## src/rtl/sync_edge_filter_pkg.sv

```systemverilog
// Shared definitions for the synchronised-input consumer stages.
package sync_edge_filter_pkg;

    // Edge-type encoding carried in the event register.
    localparam logic EDGE_RISE = 1'b1;
    localparam logic EDGE_FALL = 1'b0;

    // Defaults shared by every consumer of a two-flop synchroniser.
    localparam int DEF_FILT_LEN = 4;
    localparam int DEF_CNT_W    = 8;

    // Bits needed to hold values 0..v-1 (returns at least 1).
    function automatic int clog2(input int v);
        int r;
        r = 1;
        for (int i = 1; i < 31; i++) begin
            if ((1 << i) < v) r = i + 1;
        end
        return r;
    endfunction

endpackage

```

## src/rtl/sync_edge_filter_glitch.sv

```systemverilog
// Consecutive-sample glitch filter: the level only changes after FILT_LEN
// samples in a row disagree with it. Also exposes the accept strobe one
// cycle early so the parent can update its state on the same edge.
module sync_glitch_filter
    import sync_edge_filter_pkg::*;
#(
    parameter int FILT_LEN = DEF_FILT_LEN,
    parameter bit INIT_LVL = 1'b0
) (
    input  logic clk_b,
    input  logic rst_b,
    input  logic sig_b,
    output logic lvl_o,
    output logic rise_o,
    output logic fall_o,
    output logic acc_o,
    output logic acc_edge_o
);

    localparam int CW = clog2(FILT_LEN + 1);
    localparam logic [CW-1:0] LAST = CW'(FILT_LEN - 1);

    logic [CW-1:0] cnt_q, cnt_d;
    logic          lvl_q, lvl_d;
    logic          rise_q, rise_d;
    logic          fall_q, fall_d;
    logic          acc;

    // Count differing samples; toggle and restart on the FILT_LEN-th one.
    always_comb begin
        cnt_d = cnt_q;
        lvl_d = lvl_q;
        acc   = 1'b0;
        if (sig_b == lvl_q) begin
            cnt_d = '0;
        end else if (cnt_q == LAST) begin
            acc   = 1'b1;
            lvl_d = ~lvl_q;
            cnt_d = '0;
        end else begin
            cnt_d = cnt_q + CW'(1);
        end
        rise_d = acc & ~lvl_q;
        fall_d = acc &  lvl_q;
    end

    // Level, stability counter and edge strobes.
    always_ff @(posedge clk_b) begin
        if (rst_b) begin
            cnt_q  <= '0;
            lvl_q  <= INIT_LVL;
            rise_q <= 1'b0;
            fall_q <= 1'b0;
        end else begin
            cnt_q  <= cnt_d;
            lvl_q  <= lvl_d;
            rise_q <= rise_d;
            fall_q <= fall_d;
        end
    end

    assign lvl_o      = lvl_q;
    assign rise_o     = rise_q;
    assign fall_o     = fall_q;
    assign acc_o      = acc;
    assign acc_edge_o = lvl_d;

endmodule

```

## src/rtl/sync_edge_filter.sv

```systemverilog
// Filtered edge detector with a one-entry event register, sticky overrun
// and a saturating edge counter. Event state updates on the same edge that
// the filtered level changes, so evt_* line up with rise_p/fall_p.
module sync_edge_filter
    import sync_edge_filter_pkg::*;
#(
    parameter int FILT_LEN = DEF_FILT_LEN,
    parameter int CNT_W    = DEF_CNT_W,
    parameter bit INIT_LVL = 1'b0
) (
    input  logic             clk_b,
    input  logic             rst_b,
    input  logic             sig_b,
    output logic             filt_lvl,
    output logic             rise_p,
    output logic             fall_p,
    output logic             evt_valid,
    output logic             evt_edge,
    input  logic             evt_ready,
    output logic             evt_overrun,
    output logic [CNT_W-1:0] evt_count,
    input  logic             clr_count
);

    logic             acc, acc_edge;
    logic             valid_q, valid_d;
    logic             edge_q, edge_d;
    logic             ovr_q, ovr_d;
    logic [CNT_W-1:0] cnt_q, cnt_d;

    sync_glitch_filter #(
        .FILT_LEN (FILT_LEN),
        .INIT_LVL (INIT_LVL)
    ) u_filt (
        .clk_b      (clk_b),
        .rst_b      (rst_b),
        .sig_b      (sig_b),
        .lvl_o      (filt_lvl),
        .rise_o     (rise_p),
        .fall_o     (fall_p),
        .acc_o      (acc),
        .acc_edge_o (acc_edge)
    );

    // Event register, overrun and counter; clear applies before a new edge.
    always_comb begin
        valid_d = valid_q;
        edge_d  = edge_q;
        ovr_d   = clr_count ? 1'b0 : ovr_q;
        cnt_d   = clr_count ? '0 : cnt_q;
        if (acc) begin
            if (!valid_q || evt_ready) begin
                valid_d = 1'b1;
                edge_d  = acc_edge;
            end else begin
                ovr_d = 1'b1;
            end
            if (cnt_d != {CNT_W{1'b1}}) cnt_d = cnt_d + CNT_W'(1);
        end else if (valid_q && evt_ready) begin
            valid_d = 1'b0;
        end
    end

    // Event-side state registers.
    always_ff @(posedge clk_b) begin
        if (rst_b) begin
            valid_q <= 1'b0;
            edge_q  <= EDGE_FALL;
            ovr_q   <= 1'b0;
            cnt_q   <= '0;
        end else begin
            valid_q <= valid_d;
            edge_q  <= edge_d;
            ovr_q   <= ovr_d;
            cnt_q   <= cnt_d;
        end
    end

    assign evt_valid   = valid_q;
    assign evt_edge    = edge_q;
    assign evt_overrun = ovr_q;
    assign evt_count   = cnt_q;

endmodule

```

## config.mk

```make
export PLATFORM = sky130hd
export DESIGN_NAME = sync_edge_filter
export DESIGN_NICKNAME = d
export VERILOG_FILES = /design/src/rtl/sync_edge_filter_pkg.sv /design/src/rtl/sync_edge_filter_glitch.sv /design/src/rtl/sync_edge_filter.sv
export SDC_FILE = /design/constraint.sdc
export NUM_CORES = 1
export LEC_CHECK = 0
export CAP_MARGIN = 20
export CORE_MARGIN = 2
export CORE_UTILIZATION = 50
export CTS_BUF_LIST = sky130_fd_sc_hd__clkbuf_16
export CTS_CLUSTER_SIZE = 12
export DETAILED_ROUTE_END_ITERATION = 8
export GPL_TIMING_DRIVEN = 0
export PLACE_DENSITY = 0.81
export RECOVER_POWER = 50
export SKIP_CTS_REPAIR_TIMING = 1
export SLEW_MARGIN = 40
export SYNTH_ARGS = -nofsm -noshare
export SYNTH_HDL_FRONTEND = slang
export SYNTH_SLANG_ARGS = --single-unit
```

## constraint.sdc

```tcl
create_clock -name clk_b -period 3.1 [get_ports clk_b]
set_input_delay 0.62 -clock clk_b [delete_from_list [all_inputs] [get_ports clk_b]]
set_output_delay 0.62 -clock clk_b [all_outputs]
set_load 0.02 [all_outputs]
```

---- Word-level counts from Yosys, hierarchy flattened ----
Cells that the tools add are included.
word-level totals
  flip-flop bits (word level) ............. 17
  input bits .............................. 5
  output and inout port bits .............. 14
  word-level logic and storage cells ...... 37
operators by class
  add/subtract/negate cells ............... 2
  equal/unequal tests ..................... 4
  muxes and demuxes ....................... 13
  bitwise gates (word level) .............. 3
  reductions and logical operators ........ 7
operators by type and width
  cell                                                              count
  8-bit 2-to-1 mux                                                  3
  1-bit 2-to-1 mux                                                  10
  8-bit by 1-bit adder with 8-bit output (second input constant)    1
  8-bit != test (second input constant)                             1
  2-bit AND reduction                                               2
  3-bit by 1-bit adder with 3-bit output (second input constant)    1
  3-bit by 2-bit == test with 1-bit output (second input constant)  1
  3-bit OR reduction                                                1
  1-bit bitwise AND                                                 2
  2-bit by 1-bit != test with 1-bit output (second input constant)  1
  2-bit nonzero test                                                1
  1-bit == test                                                     1
  1-bit logical AND                                                 1
  1-bit logical NOT                                                 1
  1-bit logical OR                                                  1
  1-bit inverter                                                    1

---- Logic depth before layout (Yosys ltp) ----
Gate-level depths: netlist (run 1).
  depth in word-level cells ............... 5
  mapped depth ............................ 7
  gate-level depth less buffers ........... 6

---- Cells and area by module ----
Synthesis (run 1) repeated with hierarchy kept, for this count alone.
second synthesis, totals
  cell total of the unflattened synthesis .. 77
  area total of the unflattened synthesis .. 807.0 µm²
by module, submodules not included
  module              times used  cells an instance  area each (µm²)  seq. area each (µm²)
  sync_edge_filter    1           59                 561.8            220.2
  sync_glitch_filter  1           18                 245.2            120.1

---- Worst setup path after synthesis (run 1) ----
No wires, ideal clock.
  kind .................................... input port to flip-flop
  start ................................... input sig_b
  end ..................................... register cnt_q[4] (netlist: evt_count[4])
  setup time .............................. 0.086 ns
  arrival ................................. 1.861 ns
  required time ........................... 3.014 ns
  setup slack ............................. 1.153 ns
  cell stages on the path ................. 5
  buffers on the path ..................... 1
  path through ............................ clkbuf_2 -> xnor2_1 -> or3b_4 -> or3_1 -> a211oi_1
on the way
  cells in the longest elaborated chain, start to end .. 3
RTL lines
  what                  line                           RTL
  start, declared       sync_edge_filter.sv:13         input logic sig_b,
  1-bit == test         sync_edge_filter_glitch.sv:34  if (sig_b == lvl_q) begin
  1-bit 2-to-1 mux      sync_edge_filter_glitch.sv:34
  8-bit 2-to-1 mux      sync_edge_filter.sv:51         if (acc) begin
  end signal, assigned  sync_edge_filter.sv:75         cnt_q <= cnt_d;
  end, declared         sync_edge_filter.sv:29         logic [CNT_W-1:0] cnt_q, cnt_d;
No other way between the ends.
A chain may end at the register's enable or synchronous reset.

---- Final worst setup path (run 1) ----
  start ................................... input clr_count
  end ..................................... register cnt_q[6] (netlist: evt_count[6])
on the way
  cells in the longest elaborated chain, start to end .. 4
  elaborated cells on any way between the ends .. 5
  those cells by class .................... add/sub (1); eq/ne (1); mux (3)
RTL lines
  what                                                                            line                    RTL
  start, declared                                                                 sync_edge_filter.sv:22  input logic clr_count
  8-bit 2-to-1 mux (*)                                                            sync_edge_filter.sv:50  cnt_d = clr_count ? '0 : cnt_q;
  8-bit by 1-bit adder with 8-bit output / 8-bit != test (equally long branches)  sync_edge_filter.sv:58  if (cnt_d != {CNT_W{1'b1}}) cnt_d = cnt_d + CNT_W'(1);
  8-bit 2-to-1 mux                                                                sync_edge_filter.sv:58
  8-bit 2-to-1 mux (*)                                                            sync_edge_filter.sv:51
Mark *: on every way between the ends. The rest lies on a longest branch, timed or not.

==> results of run 1 <==
## sequential cells by signal, indices dropped and copies added (netlist names)
name           flops
evt_count          8
u_filt.cnt_q       3
evt_edge           1
evt_overrun        1
evt_valid          1
u_filt.fall_o      1
u_filt.lvl_o       1
u_filt.rise_o      1
## worst max-delay path: cells and delay by family
kind / cells / cell delay (ns)
and+or+nand+nor: 4 / 1.37
buffers and inverters: 1 / 0.57
## worst min-delay path by stage
| stage | cells past startpoint | start | endpoint |
|---|---|---|---|
| 3_5_place_dp | 1 | u_filt.cnt_q[0]$_SDFF_PP0_ | u_filt.cnt_q[0]$_SDFF_PP0_ |
| 6_report | 1 | u_filt.cnt_q[0]$_SDFF_PP0_ | u_filt.cnt_q[0]$_SDFF_PP0_ |
| 2_1_floorplan | 1 | u_filt.cnt_q[0]$_SDFF_PP0_ | u_filt.cnt_q[0]$_SDFF_PP0_ |
| 3_3_place_gp | 1 | u_filt.cnt_q[0]$_SDFF_PP0_ | u_filt.cnt_q[0]$_SDFF_PP0_ |
| 4_1_cts | 1 | u_filt.cnt_q[0]$_SDFF_PP0_ | u_filt.cnt_q[0]$_SDFF_PP0_ |
| 5_1_grt | 1 | u_filt.cnt_q[0]$_SDFF_PP0_ | u_filt.cnt_q[0]$_SDFF_PP0_ |
## synthesized netlist by cell type, types with 2 or more instances
cell type,n
inv_1,4
or3_2,2
mux2i_1,2
o21ai_0,2
nor4_1,3
and4bb_2,2
a211oi_1,2
nand2_1,7
nand3b_1,3
a21oi_1,5
dfxtp_1,17
ha_1,2
nor4bb_1,2
nor3_1,4
nor2_1,8
## power breakdown
| group | switching [W] | internal, W | leakage, nW | total [W] |
|---|---|---|---|---|
| Clock | 0.0000893 | 0.000173 | 0.0409 | 0.000262 |
| Combinational | 0.0000161 | 0.0000125 | 0.196 | 0.0000286 |
| Sequential | 0.00000192 | 0.000222 | 0.137 | 0.000224 |
## metal layers
| layer | routed length, um | share of wire (%) |
|---|---|---|
| met1 | 764 | 44 |
| met2 | 878 | 51 |
| met3 | 53 | 3.1 |
| met4 | 32 | 1.8 |
| met5 | 0 | 0 |
## area by class of cell
class,instances,area [um^2],area share [%]
clock buffer,3,75.1,7.19
buffer,3,13.8,1.32
inverter,4,15.0,1.44
multi-input combinational,61,405,38.8
clock inverter,1,5.00,0.479
sequential,17,340,32.6
tap,16,20.0,1.92
timing repair buffer,17,170,16.3
## kinds of logic (layout without fill, tap and decap cells)
kind of cell,Yosys count,after routing
multiplexers,2,2
adder cells (fa/ha/maj),2,2
buffers and inverters,7,28
AO/OA/AOI/OAI,16,16
AND/OR/NAND/NOR,39,39
XOR/XNOR,2,2
flip-flops,17,17
## through the flow
| step | total power (W) | std cells |
|---|---|---|
| floorplan | 0.000244 | 85 |
| global placement | 0.000256 | 118 |
| detailed placement | 0.000258 | 118 |
| CTS | 0.000520 | 122 |
| global route | 0.000529 | 122 |
| finish | 0.000515 | 122 |
==> flow_summary.json, run 1 <==
{
  "synth_top_cell_by_area": "dfxtp_1",
  "synth_cell_types": 35,
  "fin_util_pct": 71.0,
  "timing.fmax_ghz": 0.409,
  "synth_nets": 92,
  "worstMarginPinSlew_ns": 0.537,
  "fin_hold_ws_ns": 0.432,
  "p_leak_nw": 0.374,
  "dp_hpwl_um": 1160,
  "io_pins": 19,
  "slowest_stage": "clkdlybuf4s50_1",
  "setup_ws_ns": 0.658,
  "fin_area_um2": 1040,
  "antennaDiodeCount": 0,
  "drt_iter0_markers": 22,
  "yosysWarnings": 0,
  "place_area_um2": 965,
  "clock_skew_ns": 0.00251,
  "grt-busiest-layer": "met2",
  "io_buffer_count": 17,
  "worst-endpoint-arrival_ns": 2.56,
  "hp-class": "flop to flop",
  "cts_buffers": 3,
  "coreArea_um2": 1470,
  "syn_avg_cell_area_um2": 9.11,
  "finalCritPeriodShare_pct": 78.8,
  "tns_ns": 0,
  "synth_compound_area_share_pct": 13.7,
  "power.density_nw_per_um2": 493,
  "status": "finished, final reports clean",
  "yosys.area_share.xor_xnor_pct": 2.26,
  "ys_ff_latch": 17,
  "grt-ovfl-total": 0,
  "crit_end": "evt_count[6]$_SDFF_PP0_",
  "synth_top_area_share_pct": 43.9,
  "grt_usage_pct": 20.6,
  "crit_path_max_fanout": 10,
  "critPathLaunch": "clr_count",
  "clk_pin_slew_ns": 0.05,
  "use_met1_pct": 22.8,
  "cp-end-kind": "flop",
  "gp_congestion": 0.774,
  "grt_pass1_wl_um": 2790,
  "ant_nets": 0,
  "clockRootBuffer": "clkbuf_16",
  "drtPass1Iterations": 4,
  "path_cells": "clkdlybuf4s50_1 > nand4b_1 > nor4_1 > nor4bb_1 > nor3_1",
  "die_height_um": 43.4,
  "worstSetupPathType": "input pin to flop",
  "synth-seq-area-share_pct": 43.9,
  "final_cell_mix": "dfxtp_1 (17), clkdlybuf4s50_1 (10), nor2_1 (8)",
  "regToRegSetupSlack_ns": 0.92,
  "syn_inst": 85,
  "cts_tree": "done",
  "cts_sinks": 17,
  "ys_async_sr_fraction_pct": 0,
  "drc": 0,
  "r2r_cells": 7,
  "grt_antenna_before_repair": 0,
  "r2r-end": "evt_count[6]$_SDFF_PP0_",
  "slew_headroom_pct": 63.9,
  "yosys-top-cells-area": "dfxtp_1 (44%), nor2_1 (3.9%), nand2_1 (3.4%)",
  "htreeDepth": 1,
  "r2r-start": "u_filt.cnt_q[0]$_SDFF_PP0_",
  "clk-insertion-delay-late_ns": 0.25,
  "floorplan.rows": 14,
  "synth_top_family_by_area": "simple AND/OR/NAND/NOR gates",
  "synth.mux.area_fraction_pct": 2.58,
  "final_layout_size_suffix_gt1_share_pct": 11.3,
  "period_minus_slack_ns": 2.44,
  "start_kind": "input pin",
  "hold_viol_final": 0,
  "rsz0062_at_grt": "no",
  "first_global_vias": 654,
  "clockBufferDepth": 2,
  "final_common_cell": "dfxtp_1",
  "num_vias": 712,
  "gr-usage-met2_pct": 35.8,
  "met3_usage_pct": 3.75,
  "yosys.area_share.adder_pct": 3.23,
  "placement.setup.worst_slack_ns": 0.461,
  "drv_slew": 0,
  "final_nets": 114,
  "setup_violations": 0,
  "wl_um": 1730,
  "synth-simple-area-share_pct": 30.5,
  "synth-edff-count": 0,
  "ir_drop_v": 0.000333,
  "grt_max_degree": 11,
  "start_util_pct": 52.6,
  "maxCapViolCount": 0,
  "synth-main-ff-cell": "dfxtp_1",
  "syn_to_final_growth_pct": 34.9,
  "routedWlPerCell_um": 14.2,
  "slowest_delay_ns": 0.57,
  "worstPathRequired_ns": 3.22,
  "die_area_um2": 1880,
  "avgViaCountPerCell": 5.84,
  "n_fill_cell": 122,
  "die_w_um": 43.4,
  "synth_area_um2": 774
}
No activity file was read; power rests on OpenSTA's default activity.
==> run 2: changes to the inputs <==
Settings changed: CORE_UTILIZATION 50 to 46, PLACE_DENSITY 0.81 to 0.75.
Clock period 3.1 ns to 2.6 ns, I/O delays scaled along.
==> flow_summary.json, run 2 (synthesis results as in run 1) <==
{
  "p_sw_share_pct": 19.4,
  "avgViaCountPerCell": 5.93,
  "first_global_vias": 639,
  "drv_slew": 0,
  "cts_tree": "done",
  "timing.fmax_ghz": 0.440,
  "cp-end-kind": "flop",
  "drc": 0,
  "fin_cells": 122,
  "floorplan.rows": 14,
  "seqPwrFrac_pct": 44.5,
  "worstSetupPathType": "input pin to flop",
  "p_switching_w": 0.000116,
  "grt_max_degree": 11,
  "start_util_pct": 50.2,
  "place_inst": 118,
  "grt-ovfl-total": 0,
  "setup_violations": 0,
  "syn_to_final_growth_pct": 34.7,
  "p_leak_nw": 0.375,
  "power_w": 0.000600,
  "grt_usage_pct": 18.4,
  "die_area_um2": 2030,
  "gp_congestion": 0.783,
  "n_fill_cell": 138,
  "io_pins": 19,
  "clock_skew_ns": 0.00189,
  "drt_iter0_markers": 16,
  "die_w_um": 45.0,
  "ant_nets": 0,
  "clockRootBuffer": "clkbuf_16",
  "maxCapViolCount": 0,
  "coreArea_um2": 1540,
  "htreeDepth": 1,
  "clk_pin_slew_ns": 0.05,
  "final_common_cell": "dfxtp_1",
  "final_nets": 114,
  "fin_hold_ws_ns": 0.411,
  "grt_antenna_before_repair": 0,
  "cts_sinks": 17,
  "ir_drop_v": 0.000375,
  "tns_ns": 0,
  "hold_viol_final": 0,
  "cts_buffers": 3,
  "drtPass1Iterations": 4,
  "finalCritPeriodShare_pct": 87.4,
  "worstPathRequired_ns": 2.76,
  "hp-class": "flop to flop",
  "die_height_um": 45.0,
  "dp_hpwl_um": 1150,
  "final_layout_size_suffix_gt1_share_pct": 10.4,
  "routedWlPerCell_um": 13.5,
  "num_vias": 723,
  "crit_path_max_fanout": 10,
  "power.density_nw_per_um2": 575,
  "worstMarginPinSlew_ns": 0.488,
  "clkPwrFrac_pct": 49.9,
  "worst-endpoint-arrival_ns": 2.44,
  "clockBufferDepth": 2,
  "rsz0062_at_grt": "no",
  "largest_reg_flops": 8,
  "clk-insertion-delay-late_ns": 0.25,
  "place_area_um2": 965,
  "start_kind": "input pin",
  "period_minus_slack_ns": 2.27,
  "fin_area_um2": 1040,
  "pwr-share-comb_pct": 5.6,
  "io_buffer_count": 17,
  "final_cell_mix": "dfxtp_1 (17), clkdlybuf4s50_1 (10), nor2_1 (8)",
  "status": "finished, final reports clean",
  "wl_um": 1650,
  "antennaDiodeCount": 0,
  "slew_headroom_pct": 67.5,
  "grt_pass1_wl_um": 2730,
  "intPower_w": 0.000484
}
## run 2: cell types whose count changed in the layout (fill, tap and decap cells not counted), sizes merged
cell    change
clkinv      -1
inv         +1
## run 2: final cells by class
class | instances | area (um^2) | area share (%)
Multi-Input combinational cell | 61 | 405 | 38.8
Sequential cell | 17 | 340 | 32.6
Timing Repair Buffer | 17 | 170 | 16.3
Clock buffer | 3 | 75.1 | 7.19
Tap cell | 16 | 20.0 | 1.92
Inverter | 4 | 15.0 | 1.44
Buffer | 3 | 13.8 | 1.32
Clock inverter | 1 | 3.75 | 0.360
## run 2: power groups by stage
stage               Combinational (W)  Clock (W)  Sequential (W)
CTS                         0.0000348   0.000303        0.000267
detailed placement          0.0000346          0        0.000273
global placement            0.0000338          0        0.000272
floorplan                   0.0000165          0        0.000275
global route                0.0000377   0.000314        0.000267
finish                      0.0000335   0.000300        0.000267
## run 2: routing by layer
metal	routed length (um)	vias up	share of wire [%]	track usage [%]
met5	0	-	0	0
met1	698	338	42	24.3
met2	819	23	50	28.3
li1	-	357	-	-
met3	105	5	6.4	4.40
met4	27	0	1.6	8.82
## run 2: final timing paths
check,cells past startpoint,start,slack (ns),to
hold / removal,1,u_filt.cnt_q[0]$_SDFF_PP0_,0.41,u_filt.cnt_q[0]$_SDFF_PP0_
setup reg to reg,7,u_filt.cnt_q[0]$_SDFF_PP0_,0.50,evt_count[4]$_SDFF_PP0_
hold reg to reg,1,u_filt.cnt_q[0]$_SDFF_PP0_,0.41,u_filt.cnt_q[0]$_SDFF_PP0_
setup / recovery,5,clr_count,0.33,evt_count[4]$_SDFF_PP0_
## run 2: worst max-delay path: stages
cell             delay (ns)
clkdlybuf4s50_1        0.56
nand4b_1               0.36
or3b_4                 0.46
or3_1                  0.32
a211oi_1               0.21
## run 2: through the flow
stage,setup slack (ns),utilization (%)
floorplan,0.697,-
global placement,0.135,62.6
detailed placement,0.110,62.6
CTS,0.326,67.7
global route,0.101,67.7
finish,0.328,67.7
==> run 3: changes to the inputs <==
Settings changed: TNS_END_PERCENT from default to 10.
Clock period 2.6 ns to 2.5 ns, I/O delays scaled along.
==> results of run 3 <==
Same layout as run 2 (identical final DEF). Status: finished, final reports clean.
Among the figures that moved: setup slack after placement 0.110 ns -> 0.0304 ns; setup slack after layout 0.328 ns -> 0.248 ns; register-to-register setup slack 0.50 ns -> 0.40 ns; total power 0.000600 W -> 0.000624 W; worst IR drop on VDD 0.000375 V -> 0.000390 V
